==> src/rtl/reg_file_sweep.sv <==
// Register file, 2^ADDR_W x DATA_W, one write port, two registered read ports.
// Sequential clear sweep; optional same-cycle write-to-read bypass (RF_BYPASS_EN).
module reg_file_sweep #(
  parameter int DATA_W = 16,
  parameter int ADDR_W = 4
) (
  input  logic              Clk,
  input  logic              Reset,
  input  logic [DATA_W-1:0] W_data,
  input  logic [ADDR_W-1:0] W_addr,
  input  logic              W_en,
  input  logic [ADDR_W-1:0] R_addr0,
  input  logic              R_en0,
  input  logic [ADDR_W-1:0] R_addr1,
  input  logic              R_en1,
  input  logic              Clr,
  output logic [DATA_W-1:0] R_data0,
  output logic [DATA_W-1:0] R_data1,
  output logic              Busy,
  output logic [DATA_W-1:0] RQ0
);

  localparam int DEPTH = 2 ** ADDR_W;
  localparam logic [ADDR_W-1:0] LAST = ADDR_W'(DEPTH - 1);

  typedef enum logic {
    IDLE,
    SWEEP
  } state_t;

  state_t            state;
  logic [ADDR_W-1:0] cnt;
  logic [DATA_W-1:0] regs [DEPTH];

  logic              we;
  logic [ADDR_W-1:0] wa;
  logic [DATA_W-1:0] wd;
  logic [DATA_W-1:0] rv0;
  logic [DATA_W-1:0] rv1;

  // Pick the single effective write: sweep clear or the external port.
  always_comb begin
    we = 1'b0;
    wa = W_addr;
    wd = W_data;
    if (state == SWEEP) begin
      we = 1'b1;
      wa = cnt;
      wd = '0;
    end else if (W_en) begin
      we = 1'b1;
    end
  end

  // Read values presented to the output registers, with optional bypass.
  always_comb begin
    rv0 = regs[R_addr0];
    rv1 = regs[R_addr1];
`ifdef RF_BYPASS_EN
    if (we && (wa == R_addr0)) rv0 = wd;
    if (we && (wa == R_addr1)) rv1 = wd;
`endif
  end

  // Storage, read registers and sweep FSM.
  always_ff @(posedge Clk) begin
    if (Reset) begin
      for (int i = 0; i < DEPTH; i++) regs[i] <= '0;
      R_data0 <= '0;
      R_data1 <= '0;
      cnt     <= '0;
      state   <= IDLE;
      Busy    <= 1'b0;
    end else begin
      if (we) regs[wa] <= wd;
      R_data0 <= R_en0 ? rv0 : '0;
      R_data1 <= R_en1 ? rv1 : '0;
      unique case (state)
        IDLE: begin
          if (Clr) begin
            state <= SWEEP;
            cnt   <= '0;
            Busy  <= 1'b1;
          end
        end
        SWEEP: begin
          if (cnt == LAST) begin
            state <= IDLE;
            cnt   <= '0;
            Busy  <= 1'b0;
          end else begin
            cnt <= cnt + 1'b1;
          end
        end
        default: begin
          state <= IDLE;
          Busy  <= 1'b0;
        end
      endcase
    end
  end

  assign RQ0 = regs[0];

endmodule

==> config.mk <==
export PLATFORM = sky130hd
export DESIGN_NAME = reg_file_sweep
export DESIGN_NICKNAME = d
export VERILOG_FILES = /design/src/rtl/reg_file_sweep.sv
export SDC_FILE = /design/constraint.sdc
export NUM_CORES = 1
export LEC_CHECK = 0
export CAP_MARGIN = 20
export CORE_MARGIN = 8
export CORE_UTILIZATION = 35
export CTS_CLUSTER_SIZE = 40
export DETAILED_ROUTE_END_ITERATION = 10
export GPL_TIMING_DRIVEN = 0
export SLEW_MARGIN = 20
export SYNTH_ARGS = -nofsm -noshare
export SYNTH_HDL_FRONTEND = slang
export SYNTH_SLANG_ARGS = --single-unit
==> constraint.sdc <==
create_clock -name Clk -period 2.1 [get_ports Clk]
set_input_delay 0.42 -clock Clk [delete_from_list [all_inputs] [get_ports Clk]]
set_output_delay 0.42 -clock Clk [all_outputs]
set_load 0.01 [all_outputs]
# Word-level counts from Yosys, hierarchy flattened
# Memories as Yosys holds them, arrays and structs flattened. A register that Yosys moved wholly into a read port is not among the register bits.
# Index checks and enable logic that the tools add are counted.
# word_totals
regBits	6
latchBits	0
ram_bits	256
rom_bits	0
inputBits	34
output_inout_bits	49
wordCells	36
memories	1
# op_classes
addsub	1
multipliers	0
n_div	0
magnitude_cmp	0
n_eq_ne	3
n_shift	0
n_mux	21
bitwise_logic	3
reduce_logical	4
# mem_list
name	words	word_bits	read_ports	rd_clocked_by_memory_dff	write_ports	line	source
regs	16	16	3	2	16	33	logic [DATA_W-1:0] regs [DEPTH];
# ops
cell	count
2-to-1 mux 16 bit	2
2-to-1 mux 4 bit	4
OR reduction 16 bit	1
2-to-1 mux 1 bit	12
case mux 4 bit (2 select lines)	1
adder 4 x 1 -> 4 bit (second input constant)	1
== test 4 bit (second input constant)	1
case mux 1 bit (2 select lines)	2
OR reduction 2 bit	2
NOT 1 bit	3
inequality test 2 x 1 -> 1 bit (second input constant)	1
inequality test 2 bit (second input constant)	1
AND reduction 2 bit	1

# Logic depth before layout (Yosys ltp)
# depth
ltp_word	7
ltp_mapped	8
ltp_nobuf	5

# Least setup slack after synthesis
# Ideal clock, no wire load.
# synth_timing
kind	input to register
startpoint	input W_addr[3]
endpoint	memory regs[3][0] (enable)
setup_time_ns	0.375
arrival_ns	1.796
required_ns	1.725
path_slack_ns	-0.071
cell_stages	4
n_path_buf	0
cell_sequence	or3b_4 -> a211oi_2 -> nand2_2 -> nand2b_1
# synth_rtl
element	line	source
start, declared	10	input logic [ADDR_W-1:0] W_addr,
end, declared	33	

# Worst setup path in the final report
# layout_timing
startpoint	input R_en1
endpoint	register R_data1[15], read port of regs
# layout_between
elab_chain_len	2
# layout_rtl
element	line	source
start, declared	15	input logic R_en1,
NOT 1 bit (no line)	n/a	
OR reduction 2 bit (no line)	n/a	
end, declared	18	output logic [DATA_W-1:0] R_data1,
# No other way between the ends.
# A chain may end at the register's enable or synchronous reset.

==> flow_metrics.py <==
metrics = {
    "sta": {
        "skew_ns": 0.0177,
        "min_period_ns": 2.12,
        "rsz0062_at_grt": "true",
        "relSlewSlack_pct": 47.0,
        "setup_tns_ns": -0.0232,
        "hold_violations": 0,
        "maxSlewViolCount": 0,
        "final-setup-viol-count": 3,
        "layout_setup_ws_ns": -0.0174,
        "max_freq_mhz": 472,
        "fin_crit_sh_pct": 101,
        "max_slew.worst_pin.slew_ns": 0.795,
    },
    "hold_path": {
        "whs_path_depth": 2,
        "hold_path_end": "Busy$_SDFFE_PP0P_",
        "min-delay-start": "Busy$_SDFFE_PP0P_",
        "hp-class": "reg -> reg",
    },
    "logic_synthesis": {
        "synth_warnings": 0,
        "yosysUniqueCellTypes": 38,
        "ys_ff_latch": 294,
        "netlist_instances": 1199,
        "synth_top_cells_by_count": "266 x nor2_1, 256 x edfxtp_1, 193 x mux2i_1",
        "async_flop_share_pct": 0,
        "ys_top_cells_by_area": "edfxtp_1 52%, mux2i_1 13%, nor2_1 6.8%",
        "ys_seq_area_share_pct": 57.5,
        "synthesis.nets": 1234,
        "synth_top_cell_area_share_pct": 52.3,
        "synth.most_common_cell": "nor2_1",
        "synth_area_leader_cell": "edfxtp_1",
        "avgSynthCellArea_um2": 12.3,
        "synth_edf_count": 256,
        "syn_area_um2": 14700,
        "synth_flop_cell": "edfxtp_1",
    },
    "cells_and_area": {
        "diodes": 0,
        "drive_gt1_share_pct": 18.2,
        "final_util_pct": 43.7,
        "syn_to_final_growth_pct": 23.9,
        "layout.nets": 1386,
        "design_area_um2": 18200,
        "fillCellCount": 3832,
    },
    "worst_setup_path": {
        "r2r_start": "state$_SDFF_PP0_",
        "reg2reg_slack_ns": 0.02,
        "worstReg2RegEnd": "regs[1][6]$_SDFFCE_PN0P_",
        "crit_path_start_kind": "input port",
        "crit_type": "in -> reg",
        "arrival_ns": 2.51,
        "cp_max_fo": 10,
        "endpoint_kind": "register",
        "required_ns": 2.50,
        "reg2regPathDepth": 7,
    },
    "placed_design": {
        "dp_slack_ns": -1.29,
        "routabilityCongestion": 0.877,
        "dpl_cell_area_um2": 16200,
        "portBuffers": 80,
        "hpwl_um": 35000,
    },
    "clock_tree": {
        "htreeDepth": 2,
        "cts_buffers": 34,
        "tritoncts": "yes",
        "cts.sinks": 294,
        "clock_latency_ns": 0.53,
        "clockRootBuffer": "clkbuf_16",
        "clk_pin_slew_worst_paths_ns": 0.06,
        "cts.path.max_buffers": 3,
    },
    "route": {
        "vias": 11100,
        "firstDrtPassIters": 7,
        "wire_per_inst_um": 26.9,
        "vias_per_cell": 5.81,
        "drc_errors": 0,
        "drt_iter0_drc": 1471,
        "ant_nets": 0,
        "finalWirelength_um": 51400,
    },
    "power_and_ir_drop": {
        "ir_drop_mv": 0.469,
        "power_density_nw_per_um2": 801,
        "power.leakage_uw": 0.00709,
        "total_power_uw": 14600,
    },
    "die": {
        "dieArea_um2": 48800,
        "fp.dieW_um": 221,
        "num_io_pins": 83,
        "rows": 75,
        "initial_core_util_pct": 35.3,
        "core_area_um2": 41700,
        "fp.dieH_um": 221,
    },
    "grt": {
        "antenna_found_initial": 1,
        "grt_most_used_layer": "met2",
        "grt_use_met2_pct": 31.4,
        "grt_pass1_wl_um": 73200,
        "grt_pass1_vias": 11000,
        "gr-usage-met3_pct": 4.05,
        "grtUsageMet1_pct": 27.1,
        "grt_usage_pct": 19.9,
        "grt_max_degree": 17,
        "grt.overflow.total": 0,
    },
    "run_status": {
        "status": "complete, but fails checks",
        "violations": "setup timing",
    },
    "job": {
        "max_cap_violations": 0,
    },
}
[state kept, by name, indices dropped and copies added, names as in the netlist]
| signal | flops |
|---|---|
| Busy | 1 |
| R_data0 | 16 |
| regs | 256 |
| state | 1 |
| R_data1 | 16 |
| cnt | 4 |
[critical path, cell delays in order]
cell,delay (ns)
clkdlybuf4s50_1,0.47
or3b_2,0.45
clkbuf_1,0.37
clkbuf_4,0.37
o31ai_1,0.42
[timing repair]
action                                  CTS  global route
pin swaps                                 3             2
buffers inserted                         27             7
hold buffers                              0             0
cloned                                    1             5
endpoints found under the setup margin  448           313
gates resized for setup                  86            46
[per-layer routing]
layer / up-vias / part of all wire (%)
met2: 704 / 46
met4: 0 / 3.0
met3: 109 / 10
met5: - / 0
li1: 4723 / -
met1: 5582 / 41
[power breakdown]
part | switching [uW] | total, uW | leakage, uW | internal [uW]
clock network | 2450 | 5960 | 0.000537 | 3510
registers | 137 | 6740 | 0.00296 | 6600
logic | 1110 | 1890 | 0.00359 | 774
total | 3690 | 14600 | 0.00709 | 10900
[stage by stage]
stage,hold slack [ns],std cells
global placement,0.490,1818
finish,0.505,1914
global route,0.574,1914
CTS,0.514,1903
floorplan,0.503,1199
detailed placement,0.496,1818
[worst max-delay path by stage]
stage / startpoint / end
6_report: R_en1 / R_data1[15]$_SDFF_PP0_
2_1_floorplan: state$_SDFF_PP0_ / regs[9][0]$_SDFFCE_PN0P_
4_1_cts: state$_SDFF_PP0_ / regs[0][8]$_SDFFCE_PN0P_
3_5_place_dp: R_addr0[1] / R_data0[9]$_SDFF_PP0_
3_3_place_gp: R_addr0[1] / R_data0[14]$_SDFF_PP0_
5_1_grt: state$_SDFF_PP0_ / regs[1][10]$_SDFFCE_PN0P_
[cells by family (layout without fill, tap and decap cells)]
group                      Yosys count  in the layout  synth area share (%)
and+or+nand+nor                    410            415                  12.5
muxes                              226            226                  18.1
buffers and inverters              122            293                  4.23
AOI/OAI and AO/OA                  146            146                  7.52
DFF                                294            294                  57.5
adders and majority gates            1              1                0.0851
[final cells by class]
cell class / instances / area [um^2] / area share (%)
clock inverters: 9 / 73.8 / 0.406
flip-flops and latches: 294 / 8450 / 46.4
well taps: 539 / 674 / 3.70
clock buffers: 51 / 1030 / 5.65
repair buffers: 115 / 1300 / 7.15
multi-input cells: 788 / 5970 / 32.8
plain buffers: 116 / 693 / 3.81
inverters: 2 / 7.51 / 0.0412
[cells in the final DEF, fill, tap and decap left out, drive strengths merged, types with 2 or more instances in the layout]
master / instances
o21ai: 8
buf: 90
o31ai: 23
mux2i: 193
mux4: 32
and2: 2
and3b: 2
dfxtp: 38
a21oi: 9
a22o: 24
nand2b: 43
nor2: 266
clkdlybuf4s50: 80
clkinv: 6
nand2: 31
nor2b: 29
nand3: 32
a22oi: 69
edfxtp: 256
nor3b: 2
a211oi: 5
inv: 3
nand3b: 3
clkbuf: 112
o211ai: 5
or3b: 3
Note: power is estimated with default switching activity, not from simulation.
